==> config.mk <==
export PLATFORM = sky130hd
export DESIGN_NAME = beat_gen
export DESIGN_NICKNAME = d
export VERILOG_FILES = /design/src/rtl/beat_pkg.sv /design/src/rtl/edge_det.sv /design/src/rtl/beat_gen.sv
export SDC_FILE = /design/constraint.sdc
export NUM_CORES = 1
export LEC_CHECK = 0
export CAP_MARGIN = 30
export CORE_MARGIN = 2
export CORE_UTILIZATION = 44
export CTS_BUF_LIST = sky130_fd_sc_hd__clkbuf_4 sky130_fd_sc_hd__clkbuf_8 sky130_fd_sc_hd__clkbuf_16
export CTS_CLUSTER_SIZE = 16
export DETAILED_ROUTE_END_ITERATION = 10
export PLACE_DENSITY_LB_ADDON = 0.08
export SETUP_SLACK_MARGIN = 0.2
export SLEW_MARGIN = 20
export SYNTH_ARGS = -nofsm -noshare
export SYNTH_HDL_FRONTEND = slang
export SYNTH_SLANG_ARGS = --single-unit
==> constraint.sdc <==
create_clock -name t3 -period 1.85 [get_ports t3]
set_clock_uncertainty 0.15 [all_clocks]
set_input_delay 0.2775 -clock t3 [delete_from_list [all_inputs] [get_ports t3]]
set_output_delay 0.2775 -clock t3 [all_outputs]
set_load 0.005 [all_outputs]
==> src/rtl/beat_pkg.sv <==
// Shared types and defaults for the beat generator.
// The four beat states and the default machine-cycle counter width.
package beat_pkg;

  typedef enum logic [1:0] {B_IDLE, B_W1, B_W2, B_W3} beat_state_t;

  localparam int CYC_W_DEF = 8;

endpackage

==> src/rtl/edge_det.sv <==
// Rising-edge detector with a configurable reset value for the history flop.
// Resetting the history to 1 stops a level that is held through reset from looking like an edge.
module edge_det #(
  parameter logic RST_VAL = 1'b0
) (
  input  logic clk,
  input  logic rst,
  input  logic d,
  output logic rise
);

  logic d_q;

  always_ff @(posedge clk) begin
    if (rst) d_q <= RST_VAL;
    else     d_q <= d;
  end

  assign rise = d & ~d_q;

endmodule

==> src/rtl/beat_gen.sv <==
// Beat sequencer: one-hot W1/W2/W3 strobes per machine cycle, with short/long/stop/single-step control.
// A start edge only counts while the sequencer is idle.
module beat_gen
  import beat_pkg::*;
#(
  parameter int CYC_W = CYC_W_DEF
) (
  input  logic             t3,
  input  logic             clr,
  input  logic             qd,
  input  logic             dp,
  input  logic             short,
  input  logic             long,
  input  logic             stop,
  output logic             w1,
  output logic             w2,
  output logic             w3,
  output logic             running,
  output logic [CYC_W-1:0] cyc_cnt,
  output logic             cyc_end
);

  beat_state_t state;
  logic        stop_pend;
  logic        start;

  edge_det #(.RST_VAL(1'b1)) u_qd_edge (
    .clk  (t3),
    .rst  (clr),
    .d    (qd),
    .rise (start)
  );

  always_comb begin
    cyc_end = 1'b0;
    case (state)
      B_W1:    cyc_end = short;
      B_W2:    cyc_end = !long;
      B_W3:    cyc_end = 1'b1;
      default: cyc_end = 1'b0;
    endcase
  end

  // A stop seen in a non-final beat is remembered until the cycle finishes.
  always_ff @(posedge t3) begin
    if (clr) begin
      state     <= B_IDLE;
      stop_pend <= 1'b0;
      cyc_cnt   <= '0;
    end else if (cyc_end) begin
      cyc_cnt <= cyc_cnt + CYC_W'(1);
      if (stop_pend || stop || dp) begin
        state     <= B_IDLE;
        stop_pend <= 1'b0;
      end else begin
        state <= B_W1;
      end
    end else begin
      case (state)
        B_IDLE:  if (start) state <= B_W1;
        B_W1:    state <= B_W2;
        B_W2:    state <= B_W3;
        default: state <= B_IDLE;
      endcase
      if (stop && state != B_IDLE) stop_pend <= 1'b1;
    end
  end

  assign w1      = (state == B_W1);
  assign w2      = (state == B_W2);
  assign w3      = (state == B_W3);
  assign running = (state != B_IDLE);

endmodule

==> summary.txt, run 1 <==
Outcome
  – Status: finished, final reports clean

Finish
  – Most frequent cells in the layout: clkdlybuf4s50_1 (14), buf_4 (9), nor2_1 (7)
  – Nets@finish: 115
  – Commonest non-fill, non-tap cell in the layout: clkdlybuf4s50_1
  – Post-Layout Cell Count: 118
  – Layout cells sized above 1: 0.431
  – Area Overhead vs Synth: 62.1%
  – Antenna diodes: 0

STA
  – Post-route minimum period: 1.70 ns
  – RSZ-0062 raised after global routing: yes
  – Finish-stage setup viols: 0
  – PnR worst setup slack: 0.146 ns
  – Period utilisation layout: 0.921
  – Slew Limit Fails: 0
  – Relative slew margins: 0.769
  – Hold Vio Cnt, Final: 0
  – Worst Tran Pin Value: 0.343 ns
  – Fmax achieved: 587 MHz

Clock tree
  – Clock sinks: 12
  – Max Root-Sink Buffers: 2
  – H-tree levels: 1
  – CTS tree: built
  – Hold Buf Count CTS: 0
  – CTS root buf: clkbuf_4
  – Clk Latency, worst-skew pair: 0.28 ns
  – CTS Buf Count: 3
  – Clock slew at reported path FFs: 0.07 ns

Power and ir drop
  – Peak supply drop: 0.770 mV
  – Leak: 0.000413 uW
  – PwrDens: 1050 nW/um2
  – Power Total: 1130 uW

Die
  – Starting Density: 0.459
  – I/O pins: 20
  – Rows: 14
  – Core area: 1450 um2
  – Die area: 1840 um2
  – Die H: 42.9 um
  – Die width: 42.9 um

Drt
  – Detailed-route DRC error count: 0
  – Drt pass-1 iters: 4
  – Final wirelength: 1.69 mm
  – Vias: 608
  – Initial DRC Count: 11
  – Post-DRT Antenna Nets: 0
  – Wire per inst: 14.3 um
  – Vias/cell: 5.15

Setup path
  – Worst Path Max Fanout: 3
  – Setup slack, reg-to-reg: 0.20 ns
  – WS Path Type: reg2out
  – CP Launch Type: register
  – Critical Path RT: 1.42 ns
  – FF-to-FF Start: state[0]$_SDFFE_PP0P_
  – Register-to-Register Path Depth: 8
  – CP Capture Type: primary output
  – Worst r2r dst: cyc_cnt[5]$_SDFFE_PP0P_
  – Critical Path AT: 1.28 ns

Min path
  – Hold path cells: 2
  – Hold Crit Start: stop_pend$_SDFFE_PP0P_
  – Worst hold path endpoint: stop_pend$_SDFFE_PP0P_
  – Worst Hold Class: reg2reg

Job
  – Maxcap violations: 0

Global route
  – Total grt overflow: 0
  – GR Layer Usage met2: 0.355
  – Largest net degree at the start of global routing: 12
  – Met3 GRT Util: 0.0723
  – GRT Total Usage: 0.219
  – GRT Max-Usage Layer: met2
  – Vias in the first global route: 625
  – Initial antenna violation count: 0
  – Routing usage on met1: 0.255
  – First-pass GRT wire length: 2.91 mm

Placement
  – Port Buffers: 19
  – Place WS: -0.113 ns
  – Placer Congestion: 0.713
  – Placed insts: 109
  – HPWL Detailed: 1.05 mm

Logic synthesis
  – Post-synth cell types: 23
  – Yosys warns: 0
  – Post-synth top area cell: dfxtp_1
  – Top-area cell type share of the netlist area: 0.360
  – Register bit total from synthesis: 12
  – Number of enable flip-flop cells after synthesis: 0
  – Most used flip-flop cell after synthesis: dfxtp_1
  – Post-synth ARST share: 0
  – Seq/Total Area, Yosys: 0.360
  – Syn Nets: 81
  – Synth top area cells: dfxtp_1 (36%), ha_1 (9.4%), xnor2_1 (6.6%), a21oi_4 (4.9%), a21oi_1 (4.5%)
  – Syn Area/Cell: 9.67 um2
  – Mapped Cells: 69
  – Synth Cell Area: 667 um2
## critical path, cell delays in order (launching register included)
cell     delay (ns)
dfxtp_4        0.35
buf_4          0.14
ha_4           0.16
a21oi_4        0.14
a21oi_4        0.08
buf_2          0.12
## cells in the mapped netlist, types with 2 or more instances
| library cell | n |
|---|---|
| inv_1 | 7 |
| nand2_1 | 2 |
| xnor2_1 | 5 |
| nand3b_1 | 2 |
| mux2i_1 | 2 |
| ha_1 | 5 |
| a21oi_4 | 2 |
| a211oi_1 | 2 |
| nor2_1 | 7 |
| nand3_1 | 2 |
| a21oi_1 | 6 |
| nor3_1 | 5 |
| dfxtp_1 | 12 |
## what timing repair did
action / CTS / global route
resized for setup: 35 / 11
setup buffers: 4 / 1
endpoints found under the hold margin: 0 / 0
endpoints found under the setup margin: 12 / 12
pin swaps: 5 / 5
## cell families (layout without fill, tap and decap cells)
family | count (synthesis) | in the layout | share of synthesized area
AOI/OAI and AO/OA | 15 | 15 | 0.206
xor gates and xnor gates | 5 | 5 | 0.0657
DFF | 12 | 12 | 0.360
adders and majority gates | 5 | 5 | 0.0938
muxes | 2 | 2 | 0.0300
buffers and inverters | 8 | 41 | 0.0450
and+or+nand+nor | 22 | 22 | 0.199
## sequential cells by signal (all words and copies together) (netlist names)
| name | cells |
|---|---|
| cyc_cnt | 8 |
| u_qd_edge.d_q | 1 |
| stop_pend | 1 |
| state | 2 |
## how the worst max path moves through the flow
stage	slack [ns]	end	depth (start not counted)	startpoint
3_3_place_gp	-0.1	cyc_end	4	long
6_report	0.15	cyc_end	5	state[0]$_SDFFE_PP0P_
4_1_cts	0.12	cyc_end	5	state[0]$_SDFFE_PP0P_
2_1_floorplan	0.24	cyc_cnt[5]$_SDFFE_PP0P_	6	state[0]$_SDFFE_PP0P_
5_1_grt	0.08	cyc_end	6	state[0]$_SDFFE_PP0P_
3_5_place_dp	-0.11	cyc_end	4	long
## power breakdown
| part | leakage (uW) | total (uW) | internal, uW | switching, uW |
|---|---|---|---|---|
| registers | 0.000102 | 328 | 297 | 31.0 |
| clock network | 0.0000210 | 215 | 120 | 95.6 |
| logic | 0.000290 | 587 | 321 | 267 |
| total | 0.000413 | 1130 | 737 | 393 |
## area by class of cell
type	instances	area [um2]
Multi-Input combinational cell	49	465
Clock buffer	4	36.3
Tap cell	16	20.0
Timing Repair Buffer	30	270
Inverter	7	31.3
Sequential cell	12	258
Fill cell	110	373
## metrics by stage
step | TNS [ns] | util | instance area, um2 | hold WS (ns)
2_1_floorplan | 0 | - | 667 | 0.207
3_3_place_gp | -0.0955 | 0.632 | 918 | 0.363
3_5_place_dp | -0.117 | 0.632 | 918 | 0.353
4_1_cts | 0 | 0.713 | 1040 | 0.369
5_1_grt | 0 | 0.744 | 1080 | 0.439
6_report | 0 | 0.744 | 1080 | 0.376
## layer usage
metal,part of all wire,routed length [um],vias to the layer above
met3,0.053,90,6
met5,0,0,-
li1,-,-,306
met2,0.48,813,19
met1,0.43,731,277
met4,0.033,55,0
Power figures use the tool's default switching activity.
==> run 2: changes to the inputs <==
--- a/config.mk
+++ b/config.mk
@@ -12,6 +12,7 @@
 export CTS_CLUSTER_SIZE = 16
 export DETAILED_ROUTE_END_ITERATION = 10
 export PLACE_DENSITY_LB_ADDON = 0.08
+export REMOVE_ABC_BUFFERS = 1
 export SETUP_SLACK_MARGIN = 0.2
 export SLEW_MARGIN = 20
 export SYNTH_ARGS = -nofsm -noshare
==> summary.txt, run 2 (same netlist as run 1, synthesis figures left out) <==
Clock tree
  – Hold Buf Count CTS: 0
  – Clock slew at reported path FFs: 0.08 ns
  – Clk Latency, worst-skew pair: 0.28 ns
  – H-tree levels: 1
  – Max Root-Sink Buffers: 2
  – Clock sinks: 12
  – CTS Buf Count: 3
  – CTS tree: built
  – CTS root buf: clkbuf_4

Global route
  – GRT Total Usage: 0.196
  – Largest net degree at the start of global routing: 8
  – Initial antenna violation count: 0
  – Vias in the first global route: 590
  – Total grt overflow: 0
  – First-pass GRT wire length: 2.68 mm

Min path
  – Hold Crit Start: cyc_cnt[7]$_SDFFE_PP0P_
  – Worst Hold Class: reg2reg

Setup path
  – FF-to-FF Start: state[1]$_SDFFE_PP0P_
  – Critical Path AT: 1.30 ns
  – CP Capture Type: primary output
  – Critical Path RT: 1.42 ns
  – WS Path Type: reg2out
  – Worst r2r dst: cyc_cnt[6]$_SDFFE_PP0P_
  – CP Launch Type: register
  – Worst Setup SP: state[0]$_SDFFE_PP0P_
  – Worst Path Max Fanout: 4
  – Register-to-Register Path Depth: 7
  – Setup slack, reg-to-reg: 0.15 ns
  – CP endpoint: cyc_end

Die
  – Core area: 1450 um2
  – Die width: 42.9 um
  – Starting Density: 0.459
  – Rows: 14
  – Die area: 1840 um2
  – I/O pins: 20
  – Die H: 42.9 um

Power and ir drop
  – Leak: 0.000453 uW
  – Power Total: 1190 uW
  – PwrDens: 1060 nW/um2
  – Peak supply drop: 0.899 mV

STA
  – Fmax achieved: 579 MHz
  – Slew Limit Fails: 0
  – RSZ-0062 raised after global routing: yes
  – Period utilisation layout: 0.933
  – Worst Tran Pin Value: 0.277 ns
  – Relative slew margins: 0.813
  – PnR worst setup slack: 0.123 ns
  – Post-route minimum period: 1.73 ns
  – Hold Vio Cnt, Final: 0
  – Final hold slack: 0.387 ns
  – Finish-stage setup viols: 0

Outcome
  – Status: finished, final reports clean

Drt
  – Drt pass-1 iters: 3
  – Detailed-route DRC error count: 0
  – Post-DRT Antenna Nets: 0
  – Initial DRC Count: 5
  – Vias: 633
  – Vias/cell: 5.32
  – Wire per inst: 14.4 um
  – Final wirelength: 1.72 mm

Placement
  – Port Buffers: 19
  – Place WS: -0.128 ns
  – HPWL Detailed: 1.11 mm
  – Placer Congestion: 0.742

Finish
  – Antenna diodes: 0
  – Fillers: 105
  – Commonest non-fill, non-tap cell in the layout: clkdlybuf4s50_1
  – Area Overhead vs Synth: 67.9%
  – Nets@finish: 116
  – Layout cells sized above 1: 0.427
  – Most frequent cells in the layout: clkdlybuf4s50_1 (14), buf_4 (8), nor2_1 (7)
  – Largest register FFs: 8
  – Reg with most FFs: cyc_cnt
  – Largest registers: cyc_cnt (8), state (2)

Job
  – Maxcap violations: 0
run 2: metal layers:
metal | part of all wire | GRT usage | up-vias | wire (um)
met1 | 0.43 | 0.236 | 304 | 732
met4 | 0.015 | 0.0848 | 0 | 26
li1 | - | - | 308 | -
met3 | 0.049 | 0.0596 | 5 | 84
met5 | 0 | 0 | - | 0
met2 | 0.51 | 0.321 | 16 | 873
run 2: stage by stage:
step           cell area [um2]  utilization  TNS, ns  instances
3_5_place_dp               911        0.627   -0.132        108
2_1_floorplan              663            -        0         68
6_report                  1120        0.770        0        119
3_3_place_gp               911        0.627   -0.138        108
4_1_cts                   1000        0.688        0        113
5_1_grt                   1120        0.770        0        119
run 2: layout make-up:
class | count | area [um2] | area share
clock buffers | 4 | 36.3 | 0.0324
repair buffers | 31 | 294 | 0.263
inverters | 7 | 31.3 | 0.0279
multi-input cells | 49 | 474 | 0.423
flip-flops and latches | 12 | 264 | 0.236
well taps | 16 | 20.0 | 0.0179
run 2: worst min-delay path by stage:
stage	depth (start not counted)	endpoint
after floorplan	1	cyc_cnt[2]$_SDFFE_PP0P_
after global placement	2	stop_pend$_SDFFE_PP0P_
after detailed placement	3	cyc_cnt[7]$_SDFFE_PP0P_
after CTS	2	state[0]$_SDFFE_PP0P_
after global routing	2	cyc_cnt[1]$_SDFFE_PP0P_
final	3	cyc_cnt[7]$_SDFFE_PP0P_
run 2: power by group:
part	total (uW)	switching (uW)	leakage [uW]	internal, uW
clock	215	95.4	0.0000210	120
sequential	340	45.1	0.000103	295
combinational	635	278	0.000329	357
run 2: timing repair:
action,CTS,global route
pin swaps,2,12
endpoints found under the hold margin,0,0
endpoints found under the setup margin,15,16
resized for setup,19,25
setup buffers,1,6
run 2: critical path, stage by stage, from the launching register on:
cell and delay [ns]:
dfxtp_4 0.37, buf_6 0.12, ha_4 0.16, a21oi_4 0.18, a21oi_4 0.08, clkbuf_2 0.11
